===== config.mk =====
export PLATFORM = sky130hd
export DESIGN_NAME = apb_completer_regs
export DESIGN_NICKNAME = d
export VERILOG_FILES = /design/src/rtl/apb_completer_regs.sv
export SDC_FILE = /design/constraint.sdc
export NUM_CORES = 1
export LEC_CHECK = 0
export CORE_MARGIN = 1
export CORE_UTILIZATION = 53
export CTS_BUF_LIST = sky130_fd_sc_hd__clkbuf_8
export DETAILED_ROUTE_END_ITERATION = 10
export HOLD_SLACK_MARGIN = 0.15
export MAX_ROUTING_LAYER = met4
export PLACE_DENSITY_LB_ADDON = 0.1
export SYNTH_ARGS = -nofsm -noshare
export SYNTH_HDL_FRONTEND = slang
export SYNTH_SLANG_ARGS = --single-unit

===== constraint.sdc =====
create_clock -name pclk -period 8.4 [get_ports pclk]
set_clock_uncertainty 0.05 [all_clocks]
set_input_delay 1.26 -clock pclk [delete_from_list [all_inputs] [get_ports pclk]]
set_output_delay 1.26 -clock pclk [all_outputs]
set_load 0.02 [all_outputs]

===== src/rtl/apb_completer_regs.sv =====
// APB completer with eight word registers and programmable wait states.
// Exports CTRL and a write pulse; imports a live status word.
module apb_completer_regs #(
  parameter int WAIT_STATES = 1,
  parameter int WR_CNT_W    = 16
) (
  input  logic        pclk,
  input  logic        prst,
  input  logic [4:0]  paddr,
  input  logic        pselx,
  input  logic        penable,
  input  logic        pwrite,
  input  logic [31:0] pwdata,
  output logic        pready,
  output logic [31:0] prdata,
  input  logic [31:0] status_i,
  output logic [31:0] ctrl_o,
  output logic        wr_pulse_o
);

  localparam logic [0:0] S_IDLE   = 1'b0;
  localparam logic [0:0] S_ACCESS = 1'b1;

  logic [0:0]          r_state;
  logic [3:0]          r_cnt;
  logic [4:0]          r_addr;
  logic                r_write;
  logic [31:0]         r_wdata;
  logic                r_pready;
  logic [31:0]         r_prdata;
  logic                r_pulse;
  logic [31:0]         r_ctrl;
  logic [31:0]         r_scratch;
  logic [31:0]         r_gp [4];
  logic [WR_CNT_W-1:0] r_wr_cnt;

  logic [4:0]  w_rd_addr;
  logic [31:0] w_rdata;
  logic [2:0]  w_idx;
  logic        w_aligned;

  // With zero wait states read data loads at the setup edge, so use the live address
  assign w_rd_addr = (r_state == S_IDLE) ? paddr : r_addr;
  assign w_idx     = r_addr[4:2];
  assign w_aligned = (r_addr[1:0] == 2'b00);

  always_comb begin
    w_rdata = '0;
    if (w_rd_addr[1:0] == 2'b00) begin
      unique case (w_rd_addr[4:2])
        3'd0:    w_rdata = r_ctrl;
        3'd1:    w_rdata = r_scratch;
        3'd2:    w_rdata = status_i;
        3'd3:    w_rdata = 32'(r_wr_cnt);
        default: w_rdata = r_gp[w_rd_addr[3:2]];
      endcase
    end
  end

  always_ff @(posedge pclk or posedge prst) begin
    if (prst) begin
      r_state   <= S_IDLE;
      r_cnt     <= '0;
      r_addr    <= '0;
      r_write   <= 1'b0;
      r_wdata   <= '0;
      r_pready  <= 1'b0;
      r_prdata  <= '0;
      r_pulse   <= 1'b0;
      r_ctrl    <= '0;
      r_scratch <= '0;
      r_gp      <= '{default: '0};
      r_wr_cnt  <= '0;
    end else begin
      r_pulse <= 1'b0;
      unique case (r_state)
        S_IDLE: begin
          if (pselx && !penable) begin
            r_addr   <= paddr;
            r_write  <= pwrite;
            r_wdata  <= pwdata;
            r_cnt    <= 4'(WAIT_STATES);
            r_pready <= (WAIT_STATES == 0);
            if (WAIT_STATES == 0 && !pwrite) r_prdata <= w_rdata;
            r_state  <= S_ACCESS;
          end
        end
        default: begin
          if (!pselx) begin
            r_state  <= S_IDLE;
            r_pready <= 1'b0;
            r_prdata <= '0;
          end else if (penable && !r_pready) begin
            r_cnt    <= r_cnt - 4'd1;
            r_pready <= (r_cnt == 4'd1);
            if (r_cnt == 4'd1 && !r_write) r_prdata <= w_rdata;
          end else if (penable && r_pready) begin
            // RO targets drop the data but the write still counts and pulses
            if (r_write && w_aligned) begin
              r_pulse  <= 1'b1;
              r_wr_cnt <= r_wr_cnt + WR_CNT_W'(1);
              unique case (w_idx)
                3'd0:    r_ctrl    <= r_wdata;
                3'd1:    r_scratch <= r_wdata;
                3'd2, 3'd3: ;
                default: r_gp[w_idx[1:0]] <= r_wdata;
              endcase
            end
            r_pready <= 1'b0;
            r_prdata <= '0;
            r_state  <= S_IDLE;
          end
        end
      endcase
    end
  end

  assign pready     = r_pready;
  assign prdata     = r_prdata;
  assign ctrl_o     = r_ctrl;
  assign wr_pulse_o = r_pulse;

endmodule


==> metrics.md, run 1 <==
| Metric | Value |
|---|---|
| Maxcap violations | `0` |
| CTS buffer count | `49` |
| Crit Path Category | `in -> reg` |
| R2R depth | `6` |
| Clk slew on worst S/H paths | `0.06 ns` |
| Post-synth ARST share | `1.00` |
| Hold wc startpoint | `r_wr_cnt[15]` |
| GPL Wtd Cong | `0.817` |
| Layout cell share with drive strength beyond 1 | `0.296` |
| Synth top area cells | `dfrtp_1 (53%), mux2_2 (21%), a21boi_0 (5.2%), o221ai_1 (2.9%), clkbuf_1 (1.2%)` |
| Top_reg_cell synth | `dfrtp_1` |
| Int Pwr | `2240 uW` |
| R2R setup slack | `4.63 ns` |
| Kind of end point of the critical path | `flip-flop` |
| Core area | `25100 um^2` |
| Outcome | `finished, final reports clean` |
| Pleak | `0.00738 uW` |
| Port buffer count | `139` |
| ANT nets after route | `0` |
| Required time of the critical path | `8.78 ns` |
| Sequential Power Share | `0.497` |
| Antenna diodes | `0` |
| Post-synth EDFFs | `0` |
| Effective utilization at floorplan | `0.538` |
| Fin. Hold Viols | `0` |
| CP max stage delay | `0.89 ns` |
| Most frequent cell after synthesis | `dfrtp_1` |
| CTS-repair resized insts | `0` |
| Clock Path Buffers | `3` |
| HP Class | `reg -> reg` |
| DRC Markers | `0` |
| Post-CTS setup buffer count | `0` |
| FMAX | `246 MHz` |
| First-pass GRT wire length | `56100 um` |
| Hold_buf cts | `0` |
| Synth top area share | `0.528` |
| Worst r2r src | `r_state` |
| Final TNS setup | `0 ns` |
| Critical path buffers and inverters | `2` |
| Largest delay share family, worst path | `simple AND/OR/NAND/NOR gates` |
| I/O pins | `140` |
| Worst-path fanout max | `20` |
| Max-slew violations | `0` |
| Pwr Density | `192 nW/um^2` |
| Mapped Cells | `1045` |
| Die X-Extent | `162 um` |
| WL per Instance | `23.0 um` |
| Pin count of the biggest net entering global routing | `143` |
| Maximum vdd drop | `0.143 mV` |
| Net load switching power | `851 uW` |
| Post-synthesis sequential area ratio | `0.528` |
| Pin slew with the least headroom to its limit | `1.20 ns` |
| Std cell rows | `58` |
| Non-Filler Instances | `1546` |
| Via count | `9566` |
| Via-per-instance ratio | `6.19` |
| CTS tree | `yes` |
| RSZ-0062 raised after global routing | `no` |
| CTS sink cnt | `285` |
| GR Util All Layers | `0.289` |
| Final Setup Violations | `0` |
| DIE AREA | `26100 um^2` |
| Filler cell count | `1994` |
| Grt ovf | `0` |
| Worst setup SP type | `input port` |
| Cell variety after synth | `62` |
| Switching Fraction | `0.275` |
| Slowest CP cell | `nor4b_4` |
| Dpl cells | `1460` |
| Seq cells post-synth | `285` |
| Die Y | `162 um` |
| Fin crit share | `0.483` |
| Syn Area/Cell | `12.9 um^2` |
| Syn. warnings | `0` |
| Fin crit period | `4.06 ns` |
| Routed Wire Length | `35600 um` |
| Synth cell count leaders | `dfrtp_1 (285), mux2_2 (257), a21boi_0 (94)` |
| Hold path depth | `1` |
| CTS root buffer | `clkbuf_8` |
| H-Tree Level Count | `2` |
| Worst skew pair latency | `0.57 ns` |
| DRT Pass-1 Iters | `7` |
| Dpl hpwl | `22400 um` |
| Post-Syn Area | `13500 um^2` |
| Syn Nets | `1122` |
| Initial antenna violation count | `0` |
| Area Overhead vs Synth | `19.4%` |
| Slew HR | `0.203` |
| Dpl ws | `3.75 ns` |
| Logic pwr share | `0.119` |
| Critical path, cell by cell | `clkdlybuf4s50_1 -> or3b_4 -> or2_1 -> nor4b_4 -> buf_4 -> mux2_2` |
| Worst Slack Setup Final | `4.34 ns` |
| WHS Endpoint | `r_wr_cnt[15]` |
| Vias in the first global route | `9935` |
| Layout Nets | `1258` |
| 1st-iter DRT viols | `617` |
| Reg-to-reg endpoint | `r_scratch[27]` |
| Critical path arrival | `4.44 ns` |
| Total power | `3090 uW` |
| Clock share of power | `0.384` |
| Synth area leader | `dfrtp_1` |
## cell type report
cell class / instances / area, um^2 / area share
sequential: 285 / 7130 / 0.442
multi-input combinational: 653 / 5940 / 0.368
timing repair buffer: 165 / 1600 / 0.0991
clock buffer: 61 / 840 / 0.0521
tap: 330 / 413 / 0.0256
inverter: 27 / 106 / 0.00659
clock inverter: 25 / 98.8 / 0.00613
## registers in the layout, summed over array words and instances (netlist names)
register    flops
pready          1
r_state         1
r_cnt           4
wr_pulse_o      1
r_wr_cnt       16
r_wdata        32
r_scratch      32
prdata         32
ctrl_o         32
r_addr          5
r_gp          128
r_write         1
## per-stage QoR
step | utilization | hold slack (ns) | instance area [um^2]
global route | 0.642 | 0.457 | 16100
global placement | 0.605 | 0.406 | 15200
floorplan | - | 0.389 | 13500
finish | 0.642 | 0.421 | 16100
detailed placement | 0.605 | 0.407 | 15200
CTS | 0.642 | 0.419 | 16100
## cells in the final DEF (no fill, tap or decap), types with 5 or more instances in the layout
master	n
inv_1	47
o21ai_0	21
dfrtp_1	285
mux2_1	5
a21boi_0	94
a221o_1	16
xnor2_1	14
mux2_2	257
nand2b_1	5
a2111oi_0	16
a21o_1	15
o221ai_1	45
nand2_1	13
a211oi_1	17
clkbuf_8	61
or4_1	17
clkdlybuf4s50_1	139
buf_4	25
nand3b_1	5
nand3_1	8
a21oi_1	21
mux2i_1	5
o32ai_1	16
nor2_1	7
## layer usage
metal  global-route usage  routed length [um]
met4               0.0995                 921
met2                0.466               17500
met3               0.0465                1890
met5                    -                   0
met1                0.371               15400
## logic make-up (layout without fill, tap and decap cells)
| family | count (synthesis) | count (layout) | synth area share |
|---|---|---|---|
| flops | 285 | 285 | 0.528 |
| compound gates | 275 | 275 | 0.155 |
| mux | 267 | 267 | 0.222 |
| buf+inv | 107 | 278 | 0.0346 |
| simple gates | 93 | 93 | 0.0478 |
| xor+xnor | 15 | 15 | 0.00973 |
| fa+ha+maj | 3 | 3 | 0.00278 |
## worst reg2reg max path, delay by kind of cell (launching register included)
| kind | cells | cell delay, ns |
|---|---|---|
| buffers and inverters | 2 | 0.96 |
| flip-flops | 1 | 0.73 |
| multiplexers | 1 | 0.39 |
| AND/OR/NAND/NOR | 3 | 1.52 |
## power groups by stage
stage	Sequential, uW	Clock, uW	Combinational (uW)
5_1_grt	1550	1280	400
3_5_place_dp	1560	0	370
3_3_place_gp	1560	0	365
4_1_cts	1540	1210	372
6_report	1540	1190	369
2_1_floorplan	1520	0	234
## worst max-delay path by stage
stage | startpoint | to | slack [ns] | cells past startpoint
floorplan | prst | ctrl_o[0] | 3.31 | 1
finish | penable | r_scratch[27] | 4.34 | 6
global placement | penable | r_scratch[12] | 3.79 | 6
detailed placement | penable | r_scratch[16] | 3.75 | 6
CTS | penable | r_scratch[27] | 4.34 | 6
global route | penable | r_scratch[28] | 4.25 | 6
Power figures use the tool's default switching activity.
==> inputs of run 2 (changes only) <==
Settings changed: CORE_UTILIZATION 53 to 59.
Clock period 8.4 ns to 4 ns, I/O delays scaled along.
==> run 2 against run 1 <==
Compared with the run above:
- power is 120% higher
- highest routed layer unchanged
- die area decreased by 10%
- critical path depth decreased by 2
- count of clock-buffer cells in the layout shrank 5
- setup slack got worse by 3.3 ns
- largest power group unchanged
- sequential cell count did not move
- cell count down 2.5%
- routed wire length is 0.70% higher
- critical endpoint is now prdata[24]
==> metrics.md, run 2 (same netlist as run 1, synthesis figures left out) <==
| Metric | Value |
|---|---|
| Outcome | `finished, final reports clean (unchanged)` |
| Routed Wire Length | `35900 um (was 35600 um)` |
| Fin crit share | `0.749` |
| Layout Utilization | `0.735 (was 0.642)` |
| Maximum vdd drop | `0.346 mV (was 0.143 mV)` |
| Via count | `9760 (was 9566)` |
| DRT Pass-1 Iters | `4 (was 7)` |
| Effective utilization at floorplan | `0.610 (was 0.538)` |
| 1st-iter DRT viols | `574 (was 617)` |
| FMAX | `334 MHz` |
| Filler cell count | `1542 (was 1994)` |
| GRT busiest layer | `met2 (unchanged)` |
| Worst Slack Setup Final | `1.00 ns (was 4.34 ns)` |
| Vias in the first global route | `10279 (was 9935)` |
| GR Util All Layers | `0.324 (was 0.289)` |
| GR Util met2 | `0.536 (was 0.466)` |
| Top reg by flops | `r_gp (unchanged)` |
| Fin crit period | `3.00 ns` |
| FF/Latch Area | `7130 um^2 (unchanged)` |
| CTS sink cnt | `285 (unchanged)` |
| Layout cell share with drive strength beyond 1 | `0.311 (was 0.296)` |
| Clk slew on worst S/H paths | `0.07 ns (was 0.06 ns)` |
| Antenna diodes | `0 (unchanged)` |
| DRC Markers | `0 (unchanged)` |
| ANT nets after route | `0 (unchanged)` |
| GPL Wtd Cong | `0.853 (was 0.817)` |
| Kind of end point of the critical path | `flip-flop (unchanged)` |
| Layout Nets | `1271 (was 1258)` |
| Pin count of the biggest net entering global routing | `81 (was 143)` |
| Area Overhead vs Synth | `20.5% (was 19.4%)` |
| Max-slew violations | `0 (unchanged)` |
| Clock Path Buffers | `3 (unchanged)` |
| Std cell rows | `54 (was 58)` |
| Crit Path Category | `reg -> reg (was in -> reg)` |
| Initial antenna violation count | `0 (unchanged)` |
| Hold_buf cts | `0 (unchanged)` |
| Commonest non-fill, non-tap cell in the layout | `dfrtp_1 (unchanged)` |
| First-pass GRT wire length | `57300 um (was 56100 um)` |
| Fin. Hold Viols | `0 (unchanged)` |
| Largest register FFs | `128 (unchanged)` |
| Via-per-instance ratio | `6.48 (was 6.19)` |
| HP Class | `reg -> reg (unchanged)` |
| CTS-repair resized insts | `0 (unchanged)` |
| CTS tree | `yes (unchanged)` |
| Pin slew with the least headroom to its limit | `1.06 ns (was 1.20 ns)` |
| I/O pins | `140 (unchanged)` |
| Final hold slack | `0.428 ns (was 0.421 ns)` |
| Pleak | `0.00747 uW (was 0.00738 uW)` |
| H-Tree Level Count | `2 (unchanged)` |
| Critical path arrival | `3.39 ns (was 4.44 ns)` |
| Slew HR | `0.294 (was 0.203)` |
| Worst skew pair latency | `0.57 ns (about the same)` |
| DIE AREA | `23500 um^2 (was 26100 um^2)` |
| Dpl ws | `0.698 ns (was 3.75 ns)` |
| CTS buffer count | `46 (was 49)` |
| Maxcap violations | `0 (unchanged)` |
| Die X-Extent | `153 um (was 162 um)` |
| CTS root buffer | `clkbuf_8 (unchanged)` |
| Die Y | `153 um (was 162 um)` |
| Port buffer count | `139 (unchanged)` |
| Grt ovf | `0 (unchanged)` |
| RSZ-0062 raised after global routing | `no (unchanged)` |
| WL per Instance | `23.8 um (was 23.0 um)` |
| Dpl hpwl | `22600 um (was 22400 um)` |
| Worst-path fanout max | `19 (was 20)` |
| R2R setup slack | `1.00 ns (was 4.63 ns)` |
| Pwr Density | `409 nW/um^2 (was 192 nW/um^2)` |
| Met1 Track Usage GR | `0.401 (was 0.371)` |
| Worst setup SP type | `flip-flop (was input port)` |
| Final Setup Violations | `0 (unchanged)` |
| Required time of the critical path | `4.40 ns (was 8.78 ns)` |
| Most frequent cells in the layout | `dfrtp_1 (285), mux2_2 (257), clkdlybuf4s50_1 (139) (unchanged)` |
| Grt met3 use | `0.0476 (was 0.0465)` |
| Core area | `22200 um^2 (was 25100 um^2)` |
| Post-CTS setup buffer count | `0 (unchanged)` |
| Multi-input logic area | `5930 um^2 (was 5940 um^2)` |
-- run 2: changes by cell type in the layout (fill, tap and decap cells not counted), moves of 3 or more --
cell	change
clkbuf_8	-5
buf_12	+6
clkinv_2	+6
inv_1	-11
buf_4	+10
bufinv_16	+3
-- run 2: final cells by class --
class,instances,share of cell area
tap,280,0.0215
inverter,27,0.00653
sequential,285,0.438
clock inverter,25,0.0119
multi-input combinational,653,0.364
clock buffer,56,0.0473
timing repair buffer,181,0.110
-- run 2: where the power goes --
| group | internal (uW) | switching [uW] | leakage (uW) | total (uW) |
|---|---|---|---|---|
| Combinational | 359 | 436 | 0.00304 | 795 |
| Clock | 1460 | 1170 | 0.000541 | 2630 |
| Sequential | 3010 | 225 | 0.00389 | 3240 |
| Total | 4830 | 1830 | 0.00747 | 6660 |
-- run 2: per-stage QoR --
stage          std cells  area (um^2)  setup TNS, ns  total power (uW)
2_1_floorplan       1045        13500        -121.77              3680
6_report            1507        16300              0              6660
5_1_grt             1507        16300              0              6910
3_5_place_dp        1426        15300              0              4060
3_3_place_gp        1426        15300              0              4040
4_1_cts             1507        16300              0              6690
-- run 2: final timing paths --
| path | from | end | cells past startpoint |
|---|---|---|---|
| max in group asynchronous | prst | r_wr_cnt[0] | 3 |
| max | r_addr[3] | prdata[24] | 4 |
| min | r_wr_cnt[15] | r_wr_cnt[15] | 1 |
| max reg2reg | r_addr[3] | prdata[24] | 4 |
| min in group asynchronous | prst | r_gp[10] | 2 |
| min reg2reg | r_wr_cnt[15] | r_wr_cnt[15] | 1 |
-- run 2: worst max-delay path: stages (launching register included) --
cell       delay (ns)
dfrtp_1          0.83
nand3b_1         0.57
nand2_1          0.80
a2111oi_0        0.24
o32ai_1          0.38
-- run 2: per-layer routing --
metal,vias up,wire (um)
li1,4288,-
met5,-,0
met2,385,17900
met3,93,2040
met1,4994,14800
met4,0,1200
